<file path="src/rtl/johnson_pkg.sv">
// rtl/johnson_pkg.sv - shared types and helpers for the Johnson receive monitor
//
// Contents:
//   mon_state_e  tracking FSM states (UNLOCKED, LOCKING, LOCKED)
//   idx_width()  width of a decoded state index for a WIDTH-bit Johnson register
//   succ_idx()   successor of a state index, wrapping at 2*WIDTH
package johnson_pkg;

    typedef enum logic [1:0] {
        UNLOCKED = 2'd0,
        LOCKING  = 2'd1,
        LOCKED   = 2'd2
    } mon_state_e;

    function automatic int idx_width(input int width);
        return $clog2(2 * width);
    endfunction

    function automatic int succ_idx(input int idx, input int width);
        return (idx + 1) % (2 * width);
    endfunction

endpackage

</file>
<file path="src/rtl/johnson_decode.sv">
// rtl/johnson_decode.sv - combinational Johnson code word to state index decoder
//
// Ports:
//   code   in   WIDTH  Johnson code word
//   idx    out  IW     decoded state index 0..2*WIDTH-1 (0 when illegal)
//   legal  out  1      code is one of the 2*WIDTH legal patterns
module johnson_decode
    import johnson_pkg::*;
#(
    parameter int WIDTH = 8,
    parameter int IW    = idx_width(WIDTH)
) (
    input  logic [WIDTH-1:0] code,
    output logic [IW-1:0]    idx,
    output logic             legal
);

    // Index i <= WIDTH: i ones filled from the LSB.
    // Index i >  WIDTH: all ones with (i - WIDTH) zeros at the LSB end.
    function automatic logic [WIDTH-1:0] johnson_pattern(input int i);
        logic [WIDTH-1:0] pat;
        for (int b = 0; b < WIDTH; b++) begin
            if (i <= WIDTH) begin
                pat[b] = (b < i);
            end else begin
                pat[b] = (b >= i - WIDTH);
            end
        end
        return pat;
    endfunction

    always_comb begin
        idx   = '0;
        legal = 1'b0;
        for (int i = 0; i < 2 * WIDTH; i++) begin
            if (code == johnson_pattern(i)) begin
                idx   = IW'(i);
                legal = 1'b1;
            end
        end
    end

endmodule

</file>
<file path="src/rtl/johnson_rx_monitor.sv">
// rtl/johnson_rx_monitor.sv - Johnson counter sequence checker with lock tracking
//
// Ports:
//   clk          in   1       rising-edge clock shared with the counter
//   reset        in   1       asynchronous active-low reset
//   code_in      in   WIDTH   Johnson code word under test
//   code_valid   in   1       sample code_in on this edge
//   count_out    out  IW      decoded state index of the last legal sample
//   count_valid  out  1       one-cycle pulse per sample
//   legal        out  1       last sample was a legal code word
//   step_err     out  1       one-cycle pulse: illegal code or neither hold nor successor
//   locked       out  1       LOCK_LEN consecutive successor steps seen without error
//   err_count    out  ERR_W   saturating step_err count
//
// Build option: JOHNSON_MON_ERRCNT_EN builds the error counter; otherwise
// err_count is tied to zero.
module johnson_rx_monitor
    import johnson_pkg::*;
#(
    parameter int WIDTH    = 8,
    parameter int LOCK_LEN = 4,
    parameter int ERR_W    = 8
) (
    input  logic                       clk,
    input  logic                       reset,
    input  logic [WIDTH-1:0]           code_in,
    input  logic                       code_valid,
    output logic [idx_width(WIDTH)-1:0] count_out,
    output logic                       count_valid,
    output logic                       legal,
    output logic                       step_err,
    output logic                       locked,
    output logic [ERR_W-1:0]           err_count
);

    localparam int IW  = idx_width(WIDTH);
    localparam int LCW = $clog2(LOCK_LEN + 1);

    logic [IW-1:0] dec_idx;
    logic          dec_legal;
    logic          is_succ;

    mon_state_e    state_q, state_d;
    logic [IW-1:0] count_q, count_d;
    logic          count_valid_q, count_valid_d;
    logic          legal_q, legal_d;
    logic          step_err_q, step_err_d;
    logic          prev_valid_q, prev_valid_d;
    logic [LCW-1:0] lock_cnt_q, lock_cnt_d;

    johnson_decode #(
        .WIDTH (WIDTH),
        .IW    (IW)
    ) u_decode (
        .code  (code_in),
        .idx   (dec_idx),
        .legal (dec_legal)
    );

    // count_q doubles as the predecessor index: it always holds the last
    // legal sample, and prev_valid_q says whether that sample may be trusted.
    assign is_succ = (dec_idx == IW'(succ_idx(int'(count_q), WIDTH)));

    always_comb begin
        state_d       = state_q;
        count_d       = count_q;
        count_valid_d = 1'b0;
        legal_d       = legal_q;
        step_err_d    = 1'b0;
        prev_valid_d  = prev_valid_q;
        lock_cnt_d    = lock_cnt_q;

        if (code_valid) begin
            count_valid_d = 1'b1;
            if (!dec_legal) begin
                legal_d      = 1'b0;
                step_err_d   = 1'b1;
                prev_valid_d = 1'b0;
                state_d      = UNLOCKED;
                lock_cnt_d   = '0;
            end else begin
                legal_d      = 1'b1;
                count_d      = dec_idx;
                prev_valid_d = 1'b1;
                if (!prev_valid_q) begin
                    // Fresh start: no step check against a stale index.
                    state_d    = LOCKING;
                    lock_cnt_d = '0;
                end else if (dec_idx == count_q) begin
                    // Hold: no error, no lock progress.
                    if (state_q == UNLOCKED) begin
                        state_d = LOCKING;
                    end
                end else if (is_succ) begin
                    // After a skip error the skipped-to index is a valid
                    // reference, so a successor from UNLOCKED already counts.
                    if (state_q != LOCKED) begin
                        lock_cnt_d = lock_cnt_q + LCW'(1);
                        state_d    = (lock_cnt_d == LCW'(LOCK_LEN)) ? LOCKED : LOCKING;
                    end
                end else begin
                    step_err_d = 1'b1;
                    state_d    = UNLOCKED;
                    lock_cnt_d = '0;
                end
            end
        end
    end

    always_ff @(posedge clk or negedge reset) begin
        if (!reset) begin
            state_q       <= UNLOCKED;
            count_q       <= '0;
            count_valid_q <= 1'b0;
            legal_q       <= 1'b0;
            step_err_q    <= 1'b0;
            prev_valid_q  <= 1'b0;
            lock_cnt_q    <= '0;
        end else begin
            state_q       <= state_d;
            count_q       <= count_d;
            count_valid_q <= count_valid_d;
            legal_q       <= legal_d;
            step_err_q    <= step_err_d;
            prev_valid_q  <= prev_valid_d;
            lock_cnt_q    <= lock_cnt_d;
        end
    end

`ifdef JOHNSON_MON_ERRCNT_EN
    logic [ERR_W-1:0] err_cnt_q, err_cnt_d;

    always_comb begin
        err_cnt_d = err_cnt_q;
        if (step_err_d && (err_cnt_q != {ERR_W{1'b1}})) begin
            err_cnt_d = err_cnt_q + ERR_W'(1);
        end
    end

    always_ff @(posedge clk or negedge reset) begin
        if (!reset) begin
            err_cnt_q <= '0;
        end else begin
            err_cnt_q <= err_cnt_d;
        end
    end

    assign err_count = err_cnt_q;
`else
    assign err_count = '0;
`endif

    assign count_out   = count_q;
    assign count_valid = count_valid_q;
    assign legal       = legal_q;
    assign step_err    = step_err_q;
    assign locked      = (state_q == LOCKED);

endmodule

</file>
<file path="config.mk">
export PLATFORM = sky130hd
export DESIGN_NAME = johnson_rx_monitor
export DESIGN_NICKNAME = d
export VERILOG_FILES = /design/src/rtl/johnson_pkg.sv /design/src/rtl/johnson_decode.sv /design/src/rtl/johnson_rx_monitor.sv
export SDC_FILE = /design/constraint.sdc
export NUM_CORES = 1
export LEC_CHECK = 0
export CORE_ASPECT_RATIO = 0.6
export CORE_MARGIN = 10
export CORE_UTILIZATION = 44
export DETAILED_ROUTE_END_ITERATION = 10
export PLACE_DENSITY = 0.75
export SKIP_CTS_REPAIR_TIMING = 1
export SYNTH_ARGS = -nofsm -noshare
export SYNTH_HDL_FRONTEND = slang
export SYNTH_SLANG_ARGS = --single-unit
</file>
<file path="constraint.sdc">
create_clock -name clk -period 2.4 [get_ports clk]
set_input_delay 0.24 -clock clk [delete_from_list [all_inputs] [get_ports clk]]
set_output_delay 0.24 -clock clk [all_outputs]
set_load 0.01 [all_outputs]
</file>
==> summary.txt <==
Req. time, crit path: 2.57 ns
GP Congestion: 1.002
Post-Synthesis Cells: 120
cell area after synthesis: 1086 um^2
ys async rst share: 100.0%
Design Power: 0.7798 mW
worst min path class: in -> async
clock buffer count from CTS: 3
number of port buffers: 18
vias in the first global route: 1,113
CTS tree: yes
Area growth, synth to finish: 53.57%
max_cap viols: 0
synth unique cells: 51
GRT overflow: 0
Crit path arrival time: 3.04 ns
Total GRT Usage: 13.48%
initial antenna violation count: 1
First-pass DRT Iterations: 4
number of remaining DRC errors: 0
Die Footprint: 4921 um^2
clk root buf: clkbuf_8
unrepaired setup endpoints after global routing: yes
Clock transition at path regs: 0.06 ns
count of final setup violators: 5
Fill cells: 145
Worst Clk Skew: 0.007025 ns
period utilization: 119.7%
Synth top cells by count: 12 x dfrtp_1, 8 x buf_4, 8 x nand2_1
DP HPWL: 2748 um
ANT nets after route: 0
share of layout cells above drive strength 1: 37.36%
vias: 1,229
EDFF count, synth: 0
die height: 58.49 um
LEAKAGE: 0.8117 nW
num rows: 13
routed len/inst: 19.26 um
Final min period: 2.873 ns
clk sinks: 12
drt total wl: 3948 um
Crit path max-delay family: simple AND/OR/NAND/NOR gates
failing checks: setup timing
Slew Viols, Final: 0
worst hold slack: 0.3689 ns
Synth warnings: 0
Clock Latency Late Sink: 0.25 ns
Worst path depth: 10
global-route wire length before repair: 5388 um
largest family of logic cells by synthesized area: simple AND/OR/NAND/NOR gates
core area: 2261 um^2
H-tree levels: 1
largest net degree at the start of global routing: 13
top post-synthesis cells by area: dfrtp_1 28%, buf_4 5.5%, ha_1 3.5%
max_slew headroom: 59.93%
count leader, synth: dfrtp_1
Slowest cell on crit path: or4_4
XOR/XNOR Fraction of Synth Area: 5.300%
Vias per Instance: 5.995
Max Freq: 348.1 MHz
CP cell instances: dlymetal6s2s_1, buf_6, or2_4, a211oi_4, nor2_4, xnor3_1, or4_4, or3b_1, or3_4, mux2i_1
final hold vios: 0
Worst Path Max Fanout: 7
I/O pins: 27
Crit Path Category: in -> reg
Main synth FF type: dfrtp_1
Critical R2R Launch: count_out[0]$_DFFE_PN0P_
syn avg cell area: 9.050 um^2
Setup TNS Final: -1.526 ns
fin nets: 189
CP Launch Type: input pin
PD cells: 467.6 nW/um^2
register area share after synthesis: 27.65%
Synth top area share: 27.65%
crit path buf inv count: 2
outcome: finished, violations left
VDD IR max: 305.3 uV
simple-gate share of the synthesized area: 27.30%
Worst-Margin Slew: 0.5992 ns
multiplexer share of the synthesized area: 2.995%
worst-case reg-to-reg path depth: 6
final worst slack: -0.4726 ns
Synth area leader: dfrtp_1
Post-Synth Adder-Cell Area: 3.456%
Clock Path Buffers: 2
FF+latch count, synth: 12
1st-iter DRT viols: 144
Initial Util: 48.04%
die width: 84.14 um
CP Capture Type: flip-flop
Critical Path Start: code_in[1]
post-synthesis compound-gate area fraction: 23.27%
slowest cell delay on critical path: 0.53 ns
## sequential cells by signal, summed over array words and instances (netlist names)
| signal | flops |
|---|---|
| prev_valid_q | 1 |
| step_err | 1 |
| count_valid | 1 |
| count_out | 4 |
| state_q | 2 |
| lock_cnt_q | 3 |
## power by group
group / internal [mW] / switching, mW / total, mW
Combinational: 0.159 / 0.142 / 0.301
Sequential: 0.223 / 0.0275 / 0.251
Clock: 0.145 / 0.0830 / 0.228
Total: 0.528 / 0.252 / 0.780
## metrics by stage
step	area, um^2	instances	setup WS (ns)	util, %
2_1_floorplan	1116	127	-0.4899	-
3_3_place_gp	1500	197	-0.9501	66.35
3_5_place_dp	1500	197	-1.049	66.35
4_1_cts	1555	201	-0.7921	68.79
5_1_grt	1668	205	-0.5288	73.77
6_report	1668	205	-0.4726	73.77
## metal layers
metal  part of all wire, %  GRT usage [%]  wire [um]
met3                    12          5.220        477
met1                    42          18.22       1662
met2                    43          17.71       1694
met4                   2.9          7.126        113
met5                     0              0          0
## worst paths after layout
check	slack [ns]	endpoint
worst min-delay path	0.37	state_q[1]$_DFFE_PN0P_
min in group clk	0.52	count_out[0]$_DFFE_PN0P_
worst max-delay path	-0.47	lock_cnt_q[0]$_DFFE_PN0P_
worst min register to register	0.52	state_q[1]$_DFFE_PN0P_
max in group asynchronous	1.64	state_q[0]$_DFFE_PN0P_
worst max register to register	-0.08	lock_cnt_q[0]$_DFFE_PN0P_
## cells by family after synthesis
kind of cell             after synthesis
AO/OA/AOI/OAI                         34
AND/OR/NAND/NOR                       46
other                                  1
XOR/XNOR                               5
buffers and inverters                 16
adder cells (fa/ha/maj)                3
flip-flops                            12
multiplexers                           3
## cells in the final DEF, fill, tap and decap left out, drive strengths merged, types with 2 or more instances in the layout
master and instances:
dfrtp 12, or2 2, a21oi 4, buf 36, clkbuf 6, nor2 7
and2 3, and3 3, or3b 2, or3 5, inv 6, o211ai 2
xnor2 3, a211o 2, a211oi 2, dlymetal6s2s 5, o211a 3, o22ai 2
conb 8, mux2 2, o21ai 5, nand4 4, nand3 3, clkdlybuf4s50 10
a31oi 4, nand2 8, ha 3, o2bb2ai 2
## final cells by class
class,instances,area (um^2),share of cell area (%)
timing repair buffer,53,466.7,27.98
clock buffer,4,55.05,3.301
multi-input combinational,99,783.3,46.96
sequential,12,300.3,18.00
tap,30,37.54,2.251
antenna,1,2.502,0.1500
inverter,6,22.52,1.350
Note: power is estimated with default switching activity, not from simulation.
